--- src/rtl/memgame_pkg.sv ---
// Shared types and LFSR helpers for the memory-game sequence checker.
package memgame_pkg;

  localparam int DIGIT_W = 4;

  typedef enum logic [1:0] {
    ST_IDLE  = 2'd0,
    ST_SHOW  = 2'd1,
    ST_GUESS = 2'd2,
    ST_OVER  = 2'd3
  } state_e;

  // Feedback taps on bits 3 and 2; shifting left keeps the register nonzero.
  localparam logic [DIGIT_W-1:0] LFSR_TAPS = 4'b1100;

  function automatic logic [DIGIT_W-1:0] lfsr_next(input logic [DIGIT_W-1:0] v);
    return {v[DIGIT_W-2:0], ^(v & LFSR_TAPS)};
  endfunction

endpackage

--- src/rtl/sequence_checker_lfsr4.sv ---
// 4-bit LFSR register with load (priority) and step controls.
module lfsr4
  import memgame_pkg::*;
#(
  parameter logic [DIGIT_W-1:0] SEED = 4'b1001
) (
  input  logic               clk,
  input  logic               rst,
  input  logic               load_i,
  input  logic [DIGIT_W-1:0] load_val_i,
  input  logic               step_i,
  output logic [DIGIT_W-1:0] value_o
);

  logic [DIGIT_W-1:0] value_q;

  always_ff @(posedge clk or negedge rst) begin
    if (!rst) begin
      value_q <= SEED;
    end else if (load_i) begin
      value_q <= load_val_i;
    end else if (step_i) begin
      value_q <= lfsr_next(value_q);
    end
  end

  assign value_o = value_q;

endmodule

--- config.mk ---
export PLATFORM = sky130hd
export DESIGN_NAME = lfsr4
export DESIGN_NICKNAME = d
export VERILOG_FILES = /design/src/rtl/memgame_pkg.sv /design/src/rtl/sequence_checker_lfsr4.sv
export SDC_FILE = /design/constraint.sdc
export NUM_CORES = 1
export LEC_CHECK = 0
export CORE_AREA = 2 2 39 41
export CTS_CLUSTER_SIZE = 28
export DETAILED_ROUTE_END_ITERATION = 16
export DIE_AREA = 0 0 41 43
export PLACE_DENSITY = 0.42
export SLEW_MARGIN = 40
export SYNTH_ARGS = -nofsm -noshare
export SYNTH_HDL_FRONTEND = slang
export SYNTH_SLANG_ARGS = --single-unit
--- constraint.sdc ---
create_clock -name clk -period 1.3 [get_ports clk]
set_clock_uncertainty 0.15 [all_clocks]
set_input_delay 0.195 -clock clk [delete_from_list [all_inputs] [get_ports clk]]
set_output_delay 0.195 -clock clk [all_outputs]
set_load 0.05 [all_outputs]
After elaboration in Yosys (flattened, before gate mapping):

Index checks and enable logic that the tools add are counted.
W data, S select, Z words.

* logic and storage cells: 5
* output and inout bits: 4
* bits of input ports: 8
* bits in registers: 4

* reduce and logical (&&, ||, !) cells: 2
* muxes and demuxes: 2

Operator list (number)
* $mux W4: 2
* $reduce_xor A4 Y1: 1
* $reduce_bool A2 Y1: 1

Longest topological paths before layout:

* depth in word-level cells: 3
* depth in mapped cells: 2
* mapped depth without buffers: 2

Worst setup path before layout:

OpenSTA, ideal clock, no wires.

* path type: register to register
* start point: register value_o[0] (netlist name)
* end point: register value_q[0], in the netlist value_o[0]
* buffers on the path: 0
* stages on the path, launching flop included: 3
* arrival: 1130 ps
* setup time: 75 ps
* required time: 1075 ps
* path slack: -55 ps
* period minus slack after synthesis: 1355 ps
* cells stage by stage: dfstp_2 -> or3b_1 -> o211ai_2

RTL lines
* end signal, assigned: line sequence_checker_lfsr4.sv:21 `value_q <= load_val_i;`
* end signal, assigned: line sequence_checker_lfsr4.sv:23 `value_q <= lfsr_next(value_q);`
* end, declared: line sequence_checker_lfsr4.sv:15 `logic [DIGIT_W-1:0] value_q;`

Worst setup path after layout:

* start point: register value_q[3], in the netlist value_o[3]
* end point: output port value_o[3]

RTL lines
* end, declared: line sequence_checker_lfsr4.sv:12 `output logic [DIGIT_W-1:0] value_o`

No word-level cell between the ends.

==> run_results.csv <==
group,metric,value,unit
placed_design,place_inst,47,
cells_and_area,largest_reg_flops,4,
floorplan,coreArea,1380,um^2
floorplan,placementRows,14,
power_and_ir_drop,ir_drop,0.454,mV
synth,ys_seq_elements,4,
cts,cts_hold_buf,0,
worst_setup_path,cp.required,950,ps
worst_setup_path,worst-path-max-fanout,3,
cts,h-tree-depth,1,
min_path,min_path_type,"in2async",
cells_and_area,nets,43,
floorplan,dieArea,1760,um^2
power_and_ir_drop,p_per_area,1220,nW/um^2
cells_and_area,n_antenna_cell,0,
drt,dr.pass1.iters,2,
placed_design,placed_cell_area,384,um^2
timing,period_share,98.5,%
synth,synth_most_common_cell,"nand2_1",
placed_design,dpl.hpwl,403,um
worst_setup_path,crit_chain,"buf_12",
synth,synthFlopType,"dfstp_2",
status,status,"complete, no violations",
worst_setup_path,critPathTopFamily,"flip-flops",
timing,worst_slew_pin_slew,228,ps
synth,syn-num-nets,26,
worst_setup_path,crit_slowest_cell,"dfstp_2",
drt,dr_total_vias,188,
timing,setup_violations,0,
synth,yosysSeqAreaShare,51.6,%
placed_design,port-buffer-count,11,
grt,antenna_found_initial,0,
placed_design,gp_congestion,0.642,
cts,ctsLongestPathBuffers,2,
timing,max_freq,0.781,GHz
synth,ys_top_cells_by_count,"4 x nand2_1, 3 x mux2i_1, 3 x o21ai_0, 2 x dfrtp_1, 2 x dfstp_2",
timing,hold_viol,0,
synth,synth.area.top_cells,"dfstp_2 26%, dfrtp_1 25%, mux2i_1 15%",
power_and_ir_drop,power_leakage,0.170,nW
worst_setup_path,path_class,"reg2out",
cts,cts-buffers-inserted,3,
cells_and_area,fillers,142,
floorplan,initial_core_util,14.4,%
synth,async_reset_ff_share,100,%
grt,grt-ovfl-total,0,
drt,viasPerCell,3.84,
cts,clkSinkCount,4,
cells_and_area,final_area,399,um^2
floorplan,io_pins,12,
synth,synthDistinctLibCells,9,
worst_setup_path,start_kind,"flop",
timing,grt_setup_unrepaired,"true",
worst_setup_path,cp_num_buf_inv,1,
cells_and_area,fin_cells,49,
cts,post_cts_buffers,0,
job,drv_cap,0,
grt,grt_max_degree,9,
cells_and_area,syn2layout_area_growth,101,%
drt,final_antenna_net_count,0,
drt,wirelength,493,um
floorplan,die_w,41,um
synth,netlist_area,199,um^2
floorplan,die_y,43,um
drt,routedWlPerCell,10.1,um
synth,netlist.area_leader.share,26.4,%
synth,netlist_instances,18,
synth,yosysWarnings,0,
cts,ctsResizeCount,0,
synth,synth_edf_count,0,
synth,synth_area_per_cell,11.1,um^2
cts,ctsRootBufferMaster,"clkbuf_4",
cells_and_area,layout-drive-gt1-share,33.3,%
grt,grt_pass1_vias,194,
timing,slew_violations,0,
grt,grt_pass1_wl,759,um
worst_setup_path,worst_setup_path_end_kind,"output pin",
drt,drc,0,
grt,grt.total_usage,6.95,%
worst_setup_path,slowest_delay,560,ps
worst_setup_path,r2r_slack,90,ps
timing,maxSlewHeadroom,84.7,%
worst_setup_path,cp.arrival,940,ps
cts,cts_tree,"built",
cts,path_clk_slew,40,ps
drt,drt_iter0_drc,2,
timing,period_needed,1280,ps
synth,synth_top_cell_by_area,"dfstp_2",
cts,insertion_delay,230,ps
power_and_ir_drop,finalPower,0.487,mW
==> power by group <==
part           switching, mW  internal [mW]  total (mW)
logic                 0.0785         0.0906       0.169
registers             0.0203          0.145       0.165
clock network         0.0498          0.103       0.153
==> per-stage QoR <==
stage | TNS [ps] | utilization, % | worst slack (ps) | hold slack (ps)
after CTS | 0 | 28.8 | 7.74 | 24.9
final | 0 | 28.8 | 19.8 | 26.6
after detailed placement | -272 | 27.8 | -111 | 274
after global placement | -282 | 27.8 | -108 | 260
after floorplan | -43.8 | - | -43.8 | -251
after global routing | -11.9 | 28.8 | -9.64 | 27.8
==> kinds of logic after synthesis <==
logic type      synth area share [%]
xor+xnor                        4.40
flops                           51.6
compound gates                  13.8
simple gates                    15.1
mux                             15.1
==> cell type report <==
class	count	area (um^2)	area share [%]
sequential	4	103	25.7
multi-input combinational	14	96.3	24.1
clock buffer	3	22.5	5.64
tap	16	20.0	5.02
timing repair buffer	12	158	39.5
==> metal layers <==
| metal | part of all wire, % | global-route usage, % | vias to the layer above |
|---|---|---|---|
| li1 | - | - | 94 |
| met1 | 55 | 9.09 | 82 |
| met2 | 35 | 7.19 | 12 |
| met3 | 9.9 | 3.14 | 0 |
| met4 | 0 | 8.00 | 0 |
| met5 | 0 | 0 | - |
==> cell usage in the layout (no fill, tap or decap) <==
cell and instances:
o211ai_2 1, clkbuf_4 3, xnor2_1 1, nand2b_1 1, nand2_1 4, or3b_1 1
dfrtp_1 2, o21ai_0 3, dfstp_2 2, buf_12 4, buf_4 1, clkdlybuf4s50_1 7
mux2i_1 3
==> worst paths after layout <==
path / from / endpoint / cells after the start
max: value_o[3] / value_o[3] / 1
min: rst / value_o[1] / 1
max reg2reg: value_o[0] / value_o[0] / 2
min reg2reg: value_o[3] / value_o[3] / 2
max in group asynchronous: rst / value_o[3] / 1
min in group clk: load_val_i[3] / value_o[3] / 3
==> timing repair <==
| action | in CTS | in global routing |
|---|---|---|
| setup endpoints to repair | 1 | 2 |
| gates cloned | 0 | 0 |
| pin swaps | 0 | 0 |
No activity file was read; power rests on OpenSTA's default activity.
==> variant (same settings) <==
Change the package constant `DIGIT_W` from 4 to 6.
--- a/src/rtl/memgame_pkg.sv
+++ b/src/rtl/memgame_pkg.sv
@@ -1,7 +1,7 @@
 // Shared types and LFSR helpers for the memory-game sequence checker.
 package memgame_pkg;
 
-  localparam int DIGIT_W = 4;
+  localparam int DIGIT_W = 6;
 
   typedef enum logic [1:0] {
     ST_IDLE  = 2'd0,
Interface: changed (resized load_val_i and value_o); port bits go from 12 to 16. No check against the original RTL was run, so the function may have changed too.
==> variant against the original RTL <==
- sequential cell count increased by 2
- area after synthesis up 52%
- sequential share of layout area rose by 1.2 points
- final area rose by 42%
- wire length increased by 35%
- power is 38% higher
- worst setup slack got worse by 0.015 ns
- die area stayed put
- largest power group unchanged
==> variant: results <==
group,metric,value,unit
run_status,outcome,"complete, no violations",
place,place_area,532,sq um
layout,largest_reg_flops,6,
synth,synthXorXnorAreaFrac,2.90,%
layout,buf_share,41.4,%
layout,num-clock-buffers,4,
synth,synth_fp_nets,38,
global_route,grt_usage,10.0,%
power_and_ir_drop,cellLeakagePower,0.259,nW
synth,synth.area.top_cells,"dfrtp_1, dfstp_2, mux2i_1",
detailed_routing,drt-total-wl,668,um
sta,maxSlewHeadroom,76.6,%
synth,synth_ff_type,"dfrtp_1",
global_route,grt_use_met2,14.1,%
place,gp_congestion,0.771,
layout,seq_cells,6,
synth,synthMuxAreaShare,16.6,%
place,place_ws,-0.200,ns
layout,nNonClkBuffers,18,
detailed_routing,route.met3.wl,41,um
sta,worst_hold_slack,0.0433,ns
synth,seq_area_frac_synth,50.6,%
detailed_routing,drt_iter0_markers,6,
detailed_routing,wl_met1,276,um
layout,clk_share,4.63,%
layout,fillers,141,
layout,final_cells,64,
detailed_routing,vias,265,
place,dp_cells,59,
layout,ff_latch_area,153,sq um
synth,synthTopCellsByCount,"nand2_1, mux2i_1, o21ai_0",
global_route,grt_pass1_wl,1.10,mm
place,io_buffers,15,
detailed_routing,wl_met2,350,um
synth,syn_inst,28,
sta,max_freq,0.772,GHz
place,dpl.hpwl,557,um
layout,multi_input_gates,20,
variant: cells by family (layout without fill, tap and decap cells):
family,after synthesis,after routing
AOI/OAI and AO/OA,6,6
xor gates and xnor gates,1,1
buffers and inverters,2,22
DFF,6,6
muxes,5,5
and+or+nand+nor,8,8
variant: worst register-to-register path: cells and delay by family, from the launching register on:
kind / cells / cell delay, ns
flip-flops: 1 / 0.56
AND/OR/NAND/NOR: 1 / 0.36
AO/OA/AOI/OAI: 1 / 0.07
variant: timing repair:
item | CTS | global route
resized for setup | 0 | 1
buffers inserted | 1 | 0
setup endpoints to repair | 2 | 2
gates cloned | 0 | 0
variant: power by group through the flow:
stage / logic, W / clock network [W] / registers [W]
finish: 0.000247 / 0.000187 / 0.000240
global route: 0.000259 / 0.000208 / 0.000243
CTS: 0.000250 / 0.000193 / 0.000241
detailed placement: 0.000242 / 0 / 0.000246
global placement: 0.000242 / 0 / 0.000245
floorplan: 0.0000455 / 0 / 0.000304
